--- config.mk ---
export PLATFORM = sky130hd
export DESIGN_NAME = alu_issue_stage
export DESIGN_NICKNAME = d
export VERILOG_FILES = /design/src/rtl/alu_issue_stage.sv
export SDC_FILE = /design/constraint.sdc
export NUM_CORES = 1
export LEC_CHECK = 0
export BUFFER_PORTS_ARGS = -buffer_cell sky130_fd_sc_hd__buf_2
export CELL_PAD_IN_SITES_DETAIL_PLACEMENT = 0
export CELL_PAD_IN_SITES_GLOBAL_PLACEMENT = 1
export CORE_MARGIN = 3
export CORE_UTILIZATION = 37
export DETAILED_ROUTE_END_ITERATION = 10
export PLACE_DENSITY = 0.83
export SLEW_MARGIN = 20
export SYNTH_ARGS = -nofsm -noshare
export SYNTH_HDL_FRONTEND = slang
export SYNTH_SLANG_ARGS = --single-unit
--- constraint.sdc ---
create_clock -name clk -period 7.2 [get_ports clk]
set_input_delay 1.44 -clock clk [delete_from_list [all_inputs] [get_ports clk]]
set_output_delay 1.44 -clock clk [all_outputs]
set_load 0.005 [all_outputs]
--- src/rtl/alu_issue_stage.sv ---
// alu_issue_stage: ID/EX-side driver of the combinational ALU.
// S1 (issue register) holds the decoded ALU control, operands and shamt that
// drive the external ALU. S2 (result register) captures the ALU result,
// resolves beq, and presents the instruction to the memory stage.
// A taken branch raises flush for one cycle and squashes S1.
// Optional build macro: ALU_FWD_EN. When defined, operands are bypassed from
// S1/S2 at S1 load. When undefined, operands come from id_* without change.
module alu_issue_stage #(
  parameter int unsigned W = 32
) (
  input  logic         clk,
  input  logic         rst,
  input  logic         id_valid,
  output logic         id_ready,
  input  logic [1:0]   id_alu_op,
  input  logic [5:0]   id_funct,
  input  logic [4:0]   id_shamt,
  input  logic [W-1:0] id_rs_val,
  input  logic [W-1:0] id_rt_val,
  input  logic [W-1:0] id_imm,
  input  logic         id_alu_src,
  input  logic         id_branch,
  input  logic [W-1:0] id_pc4,
  input  logic [4:0]   id_rs_idx,
  input  logic [4:0]   id_rt_idx,
  input  logic [4:0]   id_rd_idx,
  input  logic         id_reg_write,
  output logic [W-1:0] alu_rs,
  output logic [W-1:0] alu_rt,
  output logic [4:0]   alu_shamt,
  output logic [3:0]   alu_ctrl,
  input  logic [W-1:0] alu_result,
  input  logic         alu_zero,
  output logic         ex_valid,
  input  logic         ex_ready,
  output logic [W-1:0] ex_result,
  output logic [4:0]   ex_rd_idx,
  output logic         ex_reg_write,
  output logic         ex_illegal,
  output logic         ex_br_taken,
  output logic [W-1:0] ex_br_target,
  output logic         flush
);

  typedef enum logic [3:0] {
    CTRL_AND = 4'b0000,
    CTRL_ADD = 4'b0010,
    CTRL_SUB = 4'b0110,
    CTRL_SLT = 4'b0111,
    CTRL_NOR = 4'b1100,
    CTRL_SLL = 4'b1110,
    CTRL_ILL = 4'b1111
  } alu_ctrl_e;

  alu_ctrl_e    dec_ctrl;
  logic         dec_illegal;
  logic         dec_reg_write;
  logic [W-1:0] op_a;
  logic [W-1:0] op_rt;
  logic [W-1:0] op_b;

  logic         s1_valid;
  logic         s1_branch;
  logic         s1_reg_write;
  logic         s1_illegal;
  logic [4:0]   s1_rd_idx;
  logic [W-1:0] s1_br_target;

  logic         s2_free;
  logic         s1_adv;
  logic         s1_load;
  logic         br_squash;

  // Main-control op and funct to ALU control code; unknown funct is illegal
  always_comb begin
    dec_ctrl    = CTRL_ADD;
    dec_illegal = 1'b0;
    case (id_alu_op)
      2'b00: dec_ctrl = CTRL_ADD;
      2'b01: dec_ctrl = CTRL_SUB;
      2'b11: dec_ctrl = CTRL_AND;
      default: begin
        case (id_funct)
          6'h20:   dec_ctrl = CTRL_ADD;
          6'h22:   dec_ctrl = CTRL_SUB;
          6'h24:   dec_ctrl = CTRL_AND;
          6'h27:   dec_ctrl = CTRL_NOR;
          6'h2A:   dec_ctrl = CTRL_SLT;
          6'h00:   dec_ctrl = CTRL_SLL;
          default: begin
            dec_ctrl    = CTRL_ILL;
            dec_illegal = 1'b1;
          end
        endcase
      end
    endcase
  end

  assign dec_reg_write = id_reg_write && !dec_illegal && !id_branch;

`ifdef ALU_FWD_EN
  // Operand bypass; S1 is the newer producer so its ALU output wins over S2.
  // S1 can only be loaded while occupied if it is advancing this edge.
  always_comb begin
    op_a  = id_rs_val;
    op_rt = id_rt_val;
    if (ex_valid && ex_reg_write && (ex_rd_idx != 5'd0)) begin
      if (ex_rd_idx == id_rs_idx) op_a  = ex_result;
      if (ex_rd_idx == id_rt_idx) op_rt = ex_result;
    end
    if (s1_valid && s1_reg_write && (s1_rd_idx != 5'd0)) begin
      if (s1_rd_idx == id_rs_idx) op_a  = alu_result;
      if (s1_rd_idx == id_rt_idx) op_rt = alu_result;
    end
  end
`else
  logic unused_idx;
  assign unused_idx = ^{id_rs_idx, id_rt_idx};
  assign op_a       = id_rs_val;
  assign op_rt      = id_rt_val;
`endif

  assign op_b = id_alu_src ? id_imm : op_rt;

  assign s2_free   = !ex_valid || ex_ready;
  assign s1_adv    = s1_valid && s2_free;
  assign id_ready  = (!s1_valid || s2_free) && !flush;
  assign s1_load   = id_valid && id_ready;
  assign br_squash = s1_adv && s1_branch && alu_zero;

  // S1 issue register: decoded instruction driving the ALU
  always_ff @(posedge clk or posedge rst) begin
    if (rst) begin
      s1_valid     <= 1'b0;
      s1_branch    <= 1'b0;
      s1_reg_write <= 1'b0;
      s1_illegal   <= 1'b0;
      s1_rd_idx    <= '0;
      s1_br_target <= '0;
      alu_rs       <= '0;
      alu_rt       <= '0;
      alu_shamt    <= '0;
      alu_ctrl     <= '0;
    end else begin
      if (br_squash)    s1_valid <= 1'b0;
      else if (s1_load) s1_valid <= 1'b1;
      else if (s1_adv)  s1_valid <= 1'b0;
      if (s1_load) begin
        s1_branch    <= id_branch;
        s1_reg_write <= dec_reg_write;
        s1_illegal   <= dec_illegal;
        s1_rd_idx    <= id_rd_idx;
        s1_br_target <= id_pc4 + (id_imm << 2);
        alu_rs       <= op_a;
        alu_rt       <= op_b;
        alu_shamt    <= id_shamt;
        alu_ctrl     <= dec_ctrl;
      end
    end
  end

  // S2 result register, branch resolution and one-cycle flush pulse
  always_ff @(posedge clk or posedge rst) begin
    if (rst) begin
      ex_valid     <= 1'b0;
      ex_result    <= '0;
      ex_rd_idx    <= '0;
      ex_reg_write <= 1'b0;
      ex_illegal   <= 1'b0;
      ex_br_taken  <= 1'b0;
      ex_br_target <= '0;
      flush        <= 1'b0;
    end else begin
      flush <= br_squash;
      if (s1_adv) begin
        ex_valid     <= 1'b1;
        ex_result    <= alu_result;
        ex_rd_idx    <= s1_rd_idx;
        ex_reg_write <= s1_reg_write;
        ex_illegal   <= s1_illegal;
        ex_br_taken  <= s1_branch && alu_zero;
        ex_br_target <= s1_br_target;
      end else if (ex_ready) begin
        ex_valid <= 1'b0;
      end
    end
  end

endmodule

==> results of run 1 <==
[logic make-up after synthesis]
| kind of cell | count (synthesis) | synth area share [%] |
|---|---|---|
| DFF | 188 | 53.8 |
| AOI/OAI and AO/OA | 155 | 10.8 |
| muxes | 150 | 18.8 |
| and+or+nand+nor | 143 | 7.15 |
| buffers and inverters | 45 | 2.02 |
| xor gates and xnor gates | 30 | 3.00 |
| adders and majority gates | 30 | 4.38 |
[per-layer routing]
layer | vias to the layer above | track usage, %
met4 | 0 | 4.50
met5 | - | 0
met3 | 11 | 3.19
met1 | 3185 | 22.7
met2 | 203 | 30.6
li1 | 3287 | -
[cells in the mapped netlist (2+ instances only)]
cell       count
dfrtp_1      188
mux2_2       118
nand2_1       97
o21ai_0       76
mux2i_1       32
ha_1          29
a21oi_1       27
clkbuf_1      26
xnor2_1       15
xor2_1        15
nor2_1        14
a31oi_1       11
a21o_1        10
inv_1         10
buf_2          6
nand2b_1       6
and3_1         5
o21a_1         5
o21ai_1        5
nand3_1        4
buf_1          3
nand4_1        3
nor2b_1        3
nor3_1         3
o21bai_1       3
a221oi_1       2
nand4b_1       2
o2111ai_1      2
o211ai_1       2
[area by class of cell]
type	instances	area, um^2	area share, %
clock inverters	14	145	1.29
repair buffers	335	1680	14.9
clock buffers	18	429	3.80
multi-input cells	508	3890	34.5
flip-flops and latches	188	4700	41.7
well taps	313	392	3.47
inverters	10	45.0	0.399
[layout by cell type (no fill, tap or decap), drive strengths merged, types with 3 or more instances in the layout]
| cell | netlist | final |
|---|---|---|
| o21bai | 4 | 4 |
| and3 | 5 | 5 |
| nand4 | 3 | 3 |
| nor2 | 14 | 14 |
| o21ai | 82 | 82 |
| xnor2 | 15 | 15 |
| clkinv | 0 | 5 |
| nand2 | 97 | 97 |
| nor3 | 3 | 3 |
| mux2i | 32 | 32 |
| buf | 9 | 335 |
| a21oi | 27 | 27 |
| o211ai | 3 | 3 |
| inv | 10 | 17 |
| xor2 | 15 | 15 |
| a21o | 10 | 10 |
| clkbuf | 26 | 18 |
| o21a | 5 | 5 |
| dfrtp | 188 | 188 |
| nand2b | 6 | 6 |
| a31oi | 11 | 11 |
| nor2b | 4 | 4 |
| mux2 | 118 | 118 |
| nand3 | 4 | 4 |
| ha | 29 | 29 |
[worst paths after layout]
path	end	slack [ns]	depth (start not counted)
max	s1_br_target[28]$_DFFE_PP0P_	3.47	12
min	alu_ctrl[2]$_DFFE_PP0P_	0.48	2
max reg2reg	s1_rd_idx[2]$_DFFE_PP0P_	4.60	5
max in group asynchronous	ex_result[1]$_DFFE_PP0P_	4.55	3
min in group asynchronous	alu_rs[27]$_DFFE_PP0P_	1.18	2
min reg2reg	alu_ctrl[2]$_DFFE_PP0P_	0.48	2
[stage by stage]
step           power [mW]  instances  setup slack, ns  util, %
2_1_floorplan        2.19        741            0.646        -
3_3_place_gp         2.68       1354             3.06     46.7
3_5_place_dp         2.72       1354             3.03     46.7
4_1_cts              3.65       1386             3.49     49.2
5_1_grt              3.83       1386             3.35     49.3
6_report             3.59       1386             3.47     49.3
[critical path: stages]
cell and delay, ns:
buf_2 0.10, ha_1 0.19, inv_1 0.07, fa_1 0.41, nor2b_2 0.17, o2111ai_1 0.20, a2111oi_2 0.47, o2111ai_1 0.20
a31oi_1 0.36, a221oi_1 0.17, xor2_1 0.16, o21ai_1 0.12
[power by group]
| group | internal, mW | switching, mW | total, mW |
|---|---|---|---|
| logic | 0.574 | 0.512 | 1.09 |
| registers | 1.42 | 0.170 | 1.59 |
| clock network | 0.463 | 0.450 | 0.914 |
| total | 2.45 | 1.13 | 3.59 |
[registers in the layout (all words and copies together), names as in the netlist]
signal	flops
alu_ctrl	4
alu_rs	32
alu_rt	32
alu_shamt	5
ex_br_taken	1
ex_br_target	32
ex_illegal	1
ex_rd_idx	5
ex_reg_write	1
ex_result	32
ex_valid	1
flush	1
s1_br_target	32
s1_branch	1
s1_illegal	1
s1_rd_idx	5
s1_reg_write	1
s1_valid	1
==> flow_metrics.py, run 1 <==
metrics = {
    "die": {
        "die-area_um2": 25500,
        "core_um2": 22900,
        "chipWidth_um": 160,
        "ios": 344,
        "die_h_um": 160,
        "start_util_pct": 38.2,
        "rows": 55,
    },
    "placement": {
        "gp_congestion": 0.824,
        "port_buffers": 333,
        "dp_hpwl_um": 16800,
        "placedInstanceArea_um2": 10700,
    },
    "synthesis": {
        "synth_area_per_cell_um2": 11.8,
        "yosysWarnings": 0,
        "synth_edf_count": 0,
        "synth_top_area_cell": "dfrtp_1",
        "synth-async-reset-ratio_pct": 100,
        "synth_area_um2": 8750,
        "synthTopCellsByArea": "dfrtp_1 54%, mux2_2 15%, o21ai_0 4.3%",
        "synth_top_area_share_pct": 53.8,
        "synthCells": 741,
        "synth_nets": 967,
        "seq_area_frac_synth_pct": 53.8,
        "synth-main-ff-cell": "dfrtp_1",
        "ys_ff_latch": 188,
        "synth_cell_types": 48,
    },
    "route": {
        "wl_met1_um": 9760,
        "routed_via_density": 4.82,
        "firstDrtPassIters": 4,
        "wire_per_inst_um": 16.1,
        "route.detailed.drc": 0,
        "wirelength_um": 22400,
        "wl_met3_um": 1140,
        "vias": 6686,
        "postRouteAntennaNets": 0,
        "wl_met2_um": 11300,
        "top_layer_used": "met4",
        "drtIter0Drc": 323,
    },
    "timing": {
        "hold-worst-slack_ns": 0.475,
        "final-max-slew-violation-count": 0,
        "max_freq_ghz": 0.268,
        "min_period_over_period_pct": 51.8,
        "max_slew.worst_pin.slew_ns": 1.12,
        "fin_setup_tns_ns": 0,
        "setup_viol": 0,
        "relSlewSlack_pct": 25.3,
        "finClkSkew_ns": 0.0146,
        "hold_viol": 0,
        "period_minus_slack_ns": 3.73,
        "rsz0062_at_grt": "false",
    },
    "critical_path": {
        "crit_path_end_kind": "flip-flop",
        "crit_arrival_ns": 4.07,
        "timing.rr.start": "ex_valid$_DFFE_PP0P_",
        "worstPathMaxFanout": 2,
        "critPathLaunchType": "primary input",
        "crit_start": "id_imm[0]",
        "critical_path_class": "primary input to flip-flop",
        "worstPathRequired_ns": 7.54,
    },
    "grt": {
        "grt_max_degree": 118,
        "grt_antenna_before_repair": 0,
        "first_global_vias": 6822,
        "grt_pass1_wl_um": 36600,
        "grt_overflow": 0,
        "gr-usage-all-layers_pct": 17.6,
    },
    "pwr": {
        "vdd_drop_max_v": 0.000171,
        "power-per-cell-area_nw_per_um2": 318,
        "power.leakage_nw": 5.57,
    },
    "layout": {
        "drive_gt1_share_pct": 46.3,
        "diodes": 0,
        "fin_area_um2": 11300,
        "area_growth_pct": 29.0,
        "nets": 1286,
        "fillers": 2157,
    },
    "clock_network": {
        "numCtsBuffers": 17,
        "tritoncts": "built",
        "cts_resized": 0,
        "cts_num_sinks": 188,
        "root_buffer": "clkbuf_16",
        "postCtsHoldBufs": 0,
        "post_cts_buffers": 0,
        "clk_path_buf_depth": 2,
        "h-tree-depth": 4,
        "clkSlewWorstSetupHoldPaths_ns": 0.07,
        "clk-insertion-delay-late_ns": 0.42,
    },
    "min_path": {
        "hold_start": "alu_ctrl[2]$_DFFE_PP0P_",
        "min_path_type": "flip-flop to flip-flop",
    },
    "job": {
        "maxCapViolCount": 0,
    },
    "outcome": {
        "status": "completed",
    },
}
No activity file was read; power rests on OpenSTA's default activity.
==> run 2: changes to the inputs <==
==> constraint.sdc (replaced) <==
create_clock -name clk -period 3.5 [get_ports clk]
set_input_delay 0.7 -clock clk [delete_from_list [all_inputs] [get_ports clk]]
set_output_delay 0.7 -clock clk [all_outputs]
set_load 0.005 [all_outputs]
==> run 2 against run 1 <==
  * Combinational power rose by 110%
  * Clock-buffer cell count did not move
  * Core utilization rose by 0.70 points
  * Register-to-register slack got worse by 3.1 ns
  * Worst hold slack got worse by 0.20 ns
  * Clock skew fell by 0.0013 ns
  * Sequential cell count did not move
  * Final cell count rose by 0.72%
  * Clock power rose by 120%
  * Non-clock buffer count rose by 8
  * Global-route usage rose by 0.15 points
  * Largest cell class unchanged
  * First-iteration DRC count fell by 26%
==> flow_metrics.py, run 2 (synthesis gave the netlist of run 1 again) <==
metrics = {
    "die": {
        "start_util_pct": 38.2,
        "chipWidth_um": 160,
        "die-area_um2": 25500,
        "die_h_um": 160,
        "rows": 55,
        "core_um2": 22900,
        "ios": 344,
    },
    "critical_path": {
        "critPathLaunchType": "primary input",
        "crit_start": "id_imm[0]",
        "worstPathRequired_ns": 3.85,
        "critical_path_class": "primary input to flip-flop",
        "worstPathMaxFanout": 2,
        "timing.rr.start": "ex_valid$_DFFE_PP0P_",
        "r2r_cells": 5,
        "crit_path_end_kind": "flip-flop",
        "r2r-end": "alu_shamt[0]$_DFFE_PP0P_",
        "rrSetupSlack_ns": 1.54,
        "crit_arrival_ns": 3.24,
    },
    "layout": {
        "fin_util_pct": 50.0,
        "fillers": 2145,
        "mostFrequentLayoutCells": "333 x buf_2, 188 x dfrtp_1, 118 x mux2_2",
        "drive_gt1_share_pct": 46.8,
        "fin_area_um2": 11500,
        "finalNonFillerCells": 1396,
        "seqCellArea_um2": 4700,
        "mostFrequentLayoutCell": "buf_2",
        "area_growth_pct": 30.9,
        "multiInputGateArea_um2": 3880,
        "nets": 1294,
    },
    "placement": {
        "numPlacedInstances": 1362,
        "dp_hpwl_um": 17500,
        "port_buffers": 333,
        "placedInstanceArea_um2": 10800,
        "gp_congestion": 0.825,
    },
    "clock_network": {
        "clkSlewWorstSetupHoldPaths_ns": 0.07,
        "numCtsBuffers": 17,
        "cts_resized": 0,
        "root_buffer": "clkbuf_16",
        "postCtsHoldBufs": 0,
        "clk_path_buf_depth": 2,
        "post_cts_buffers": 0,
        "clk-insertion-delay-late_ns": 0.43,
        "tritoncts": "built",
        "h-tree-depth": 4,
        "cts_num_sinks": 188,
    },
    "outcome": {
        "status": "completed",
    },
    "grt": {
        "first_global_vias": 6793,
        "grt_pass1_wl_um": 36500,
        "grt_antenna_before_repair": 2,
        "grt_max_degree": 84,
        "gr-usage-all-layers_pct": 17.7,
        "grt_overflow": 0,
    },
    "timing": {
        "relSlewSlack_pct": 56.1,
        "rsz0062_at_grt": "false",
        "fin_setup_tns_ns": 0,
        "period_minus_slack_ns": 2.89,
        "hold_viol": 0,
        "hold-worst-slack_ns": 0.277,
        "finClkSkew_ns": 0.0133,
        "max_freq_ghz": 0.346,
        "min_period_over_period_pct": 82.7,
        "final-max-slew-violation-count": 0,
        "max_slew.worst_pin.slew_ns": 0.659,
        "setup_viol": 0,
    },
    "pwr": {
        "vdd_drop_max_v": 0.000316,
        "power.leakage_nw": 5.66,
        "power-per-cell-area_nw_per_um2": 658,
    },
    "route": {
        "drtIter0Drc": 238,
        "vias": 6662,
        "wire_per_inst_um": 16.2,
        "routed_via_density": 4.77,
        "postRouteAntennaNets": 0,
        "firstDrtPassIters": 6,
        "route.detailed.drc": 0,
        "wirelength_um": 22600,
    },
    "job": {
        "maxCapViolCount": 0,
    },
    "min_path": {
        "min_path_type": "primary input to async pin",
    },
}
-- run 2: per-layer routing --
metal / up-vias / share of wire [%] / global-route usage, %
met2: 229 / 48 / 29.9
met1: 3122 / 44 / 22.6
met5: - / 0 / 0
li1: 3286 / - / -
met3: 25 / 6.0 / 4.23
met4: 0 / 2.0 / 5.80
-- run 2: worst max path at each step --
stage                                              end  cells after the start  slack (ns)
after floorplan                alu_ctrl[0]$_DFFE_PP0P_                      1        0.38
after global placement    s1_br_target[28]$_DFFE_PP0P_                     12        0.17
after detailed placement  s1_br_target[28]$_DFFE_PP0P_                     12        0.13
after CTS                 s1_br_target[28]$_DFFE_PP0P_                     12        0.58
after global routing      s1_br_target[28]$_DFFE_PP0P_                     12        0.39
final                     s1_br_target[28]$_DFFE_PP0P_                     12        0.61
-- run 2: layout make-up --
class	count	area share (%)
sequential	188	41.1
multi-input combinational	508	33.9
timing repair buffer	343	15.6
clock buffer	18	3.84
tap	313	3.42
clock inverter	14	1.69
inverter	10	0.361
antenna	2	0.0437
-- run 2: critical path, cell delays in order --
cell and delay (ns):
buf_2 0.12, ha_1 0.20, inv_1 0.06, fa_1 0.42, nor2b_2 0.14, o2111ai_1 0.17, a2111oi_2 0.46, o2111ai_1 0.24
a31oi_1 0.30, a221oi_1 0.13, xor2_1 0.16, o21ai_1 0.13
-- run 2: report_power, final --
group	internal, mW	switching (mW)	total, mW
clock network	1.06	0.960	2.02
logic	1.20	1.05	2.25
registers	2.91	0.351	3.26
total	5.17	2.36	7.54
-- run 2: metrics by stage --
stage                     total power [mW]  setup WS (ns)
final                                 7.54          0.607
after global placement                5.54          0.167
after detailed placement              5.61          0.133
after floorplan                       4.50          0.380
after CTS                             7.66          0.583
after global routing                  8.05          0.395
==> run 3: changes to the inputs <==
--- a/config.mk
+++ b/config.mk
@@ -9,9 +9,9 @@
 export CELL_PAD_IN_SITES_DETAIL_PLACEMENT = 0
 export CELL_PAD_IN_SITES_GLOBAL_PLACEMENT = 1
 export CORE_MARGIN = 3
-export CORE_UTILIZATION = 37
+export CORE_UTILIZATION = 34
 export DETAILED_ROUTE_END_ITERATION = 10
-export PLACE_DENSITY = 0.83
+export PLACE_DENSITY = 0.8
 export SLEW_MARGIN = 20
 export SYNTH_ARGS = -nofsm -noshare
 export SYNTH_HDL_FRONTEND = slang
==> constraint.sdc (replaced) <==
create_clock -name clk -period 2.6 [get_ports clk]
set_input_delay 0.52 -clock clk [delete_from_list [all_inputs] [get_ports clk]]
set_output_delay 0.52 -clock clk [all_outputs]
set_load 0.005 [all_outputs]
==> run 3 against run 2 <==
  * Clock-buffer cell count unchanged
  * Global-route usage down 1.2 points
  * Worst hold slack worse by 0.083 ns
==> flow_metrics.py, run 3 (synthesis gave the netlist of run 1 again) <==
metrics = {
    "pwr": {
        "pwr-share-clk_pct": 25.8,
        "intPower_mw": 6.92,
        "switching_power_mw": 3.25,
        "power.leakage_nw": 5.84,
        "switching_share_pct": 31.9,
        "p_seq_share_pct": 43.3,
        "power-per-cell-area_nw_per_um2": 862,
        "comb_power_share_pct": 30.9,
        "vdd_drop_max_v": 0.000530,
        "fin_total_pwr_mw": 10.2,
    },
    "clock_network": {
        "tritoncts": "built",
        "clk_path_buf_depth": 2,
        "postCtsHoldBufs": 0,
        "h-tree-depth": 4,
        "clkSlewWorstSetupHoldPaths_ns": 0.08,
        "root_buffer": "clkbuf_16",
        "numCtsBuffers": 17,
        "clk-insertion-delay-late_ns": 0.43,
        "cts_num_sinks": 188,
    },
    "critical_path": {
        "crit_arrival_ns": 2.83,
        "crit_path_end_kind": "flip-flop",
        "worstPathRequired_ns": 2.95,
        "critPathLaunchType": "primary input",
        "worstPathCellList": "buf_2 > ha_1 > inv_1 > fa_2 > nor2b_2 > o2111ai_2 > a2111oi_2 > buf_4 > o2111ai_4 > a31oi_4 > a221oi_2 > xor2_1 > o21ai_1",
        "cp_slowest_cell": "a2111oi_2",
        "critical_path_class": "primary input to flip-flop",
        "max_stage_delay_ns": 0.39,
        "r2r_cells": 5,
        "worstPathMaxFanout": 2,
    },
    "layout": {
        "area_growth_pct": 34.9,
        "finalNonFillerCells": 1448,
        "fin_util_pct": 46.7,
        "drive_gt1_share_pct": 49.0,
        "diodes": 0,
        "fin_area_um2": 11800,
        "mostFrequentLayoutCells": "333 x buf_2, 188 x dfrtp_1, 118 x mux2_2",
        "mostFrequentLayoutCell": "buf_2",
        "nets": 1331,
    },
    "timing": {
        "final-max-slew-violation-count": 0,
        "max_slew.worst_pin.slew_ns": 0.711,
        "min_period_over_period_pct": 95.3,
        "hold_viol": 0,
        "hold-worst-slack_ns": 0.194,
        "fin_setup_tns_ns": 0,
        "setup_ws_ns": 0.121,
        "period_minus_slack_ns": 2.48,
        "max_freq_ghz": 0.403,
        "relSlewSlack_pct": 52.5,
        "finClkSkew_ns": 0.0126,
        "setup_viol": 0,
    },
    "grt": {
        "grt_overflow": 0,
        "grt_antenna_before_repair": 0,
        "gr-usage-all-layers_pct": 16.6,
        "first_global_vias": 6821,
        "grt_max_degree": 107,
        "grt_pass1_wl_um": 37100,
    },
    "placement": {
        "numPlacedInstances": 1415,
        "place_worst_setup_slack_ns": -0.486,
        "dp_hpwl_um": 18000,
        "placedInstanceArea_um2": 11100,
        "gp_congestion": 0.821,
        "port_buffers": 333,
    },
    "die": {
        "die-area_um2": 27700,
        "die_h_um": 166,
        "chipWidth_um": 166,
        "core_um2": 25300,
        "rows": 58,
        "start_util_pct": 34.6,
        "ios": 344,
    },
    "job": {
        "maxCapViolCount": 0,
    },
    "route": {
        "routed_via_density": 4.65,
        "wire_per_inst_um": 16.0,
        "drtIter0Drc": 335,
        "route.detailed.drc": 0,
        "wirelength_um": 23200,
        "vias": 6736,
        "firstDrtPassIters": 5,
        "postRouteAntennaNets": 0,
    },
    "outcome": {
        "status": "completed",
    },
    "min_path": {
        "min_path_type": "primary input to async pin",
    },
}
==> run 3: power groups by stage <==
stage / logic (mW) / registers, mW / clock network [mW]
floorplan: 1.56 / 4.49 / 0
global placement: 3.14 / 4.43 / 0
detailed placement: 3.21 / 4.48 / 0
CTS: 3.21 / 4.42 / 2.71
global route: 3.48 / 4.55 / 2.83
finish: 3.14 / 4.41 / 2.62
==> run 3: area by class of cell <==
type	instances	area (um^2)
Sequential cell	188	4700
Multi-Input combinational cell	508	3940
Timing Repair Buffer	380	2110
Inverter	10	41.3
Fill cell	2376	13400
Clock inverter	14	175
Tap cell	330	413
Clock buffer	18	429
==> run 3: path summary, 6_finish.rpt <==
kind	from	endpoint	slack (ns)
worst max-delay path	id_imm[0]	s1_br_target[28]$_DFFE_PP0P_	0.12
worst min-delay path	rst	alu_rs[27]$_DFFE_PP0P_	0.19
worst max register to register	ex_valid$_DFFE_PP0P_	alu_rs[14]$_DFFE_PP0P_	0.91
worst min register to register	s1_br_target[18]$_DFFE_PP0P_	s1_br_target[18]$_DFFE_PP0P_	0.48
max in group asynchronous	rst	alu_rt[31]$_DFFE_PP0P_	1.70
min in group clk	id_rs_val[30]	alu_rs[30]$_DFFE_PP0P_	0.32
==> run 3: worst max-delay path, delay by kind of cell <==
family                     cells  cell delay (ns)
and+or+nand+nor                1             0.15
xor gates and xnor gates       1             0.15
AOI/OAI and AO/OA              6             1.15
adders and majority gates      2             0.50
buffers and inverters          3             0.34
==> run 3: what timing repair did <==
item                                    in CTS  in global routing
pin swaps                                    1                  4
resized for setup                            1                  7
buffers inserted                             0                  1
endpoints found under the setup margin       1                  4
==> run 3: metal layers <==
layer / wire (um) / part of all wire, % / up-vias / track usage [%]
li1: - / - / 3369 / -
met1: 9980 / 43 / 3137 / 20.7
met2: 11400 / 49 / 208 / 28.9
met3: 1350 / 5.8 / 22 / 4.01
met4: 427 / 1.8 / 0 / 4.41
met5: 0 / 0 / - / 0
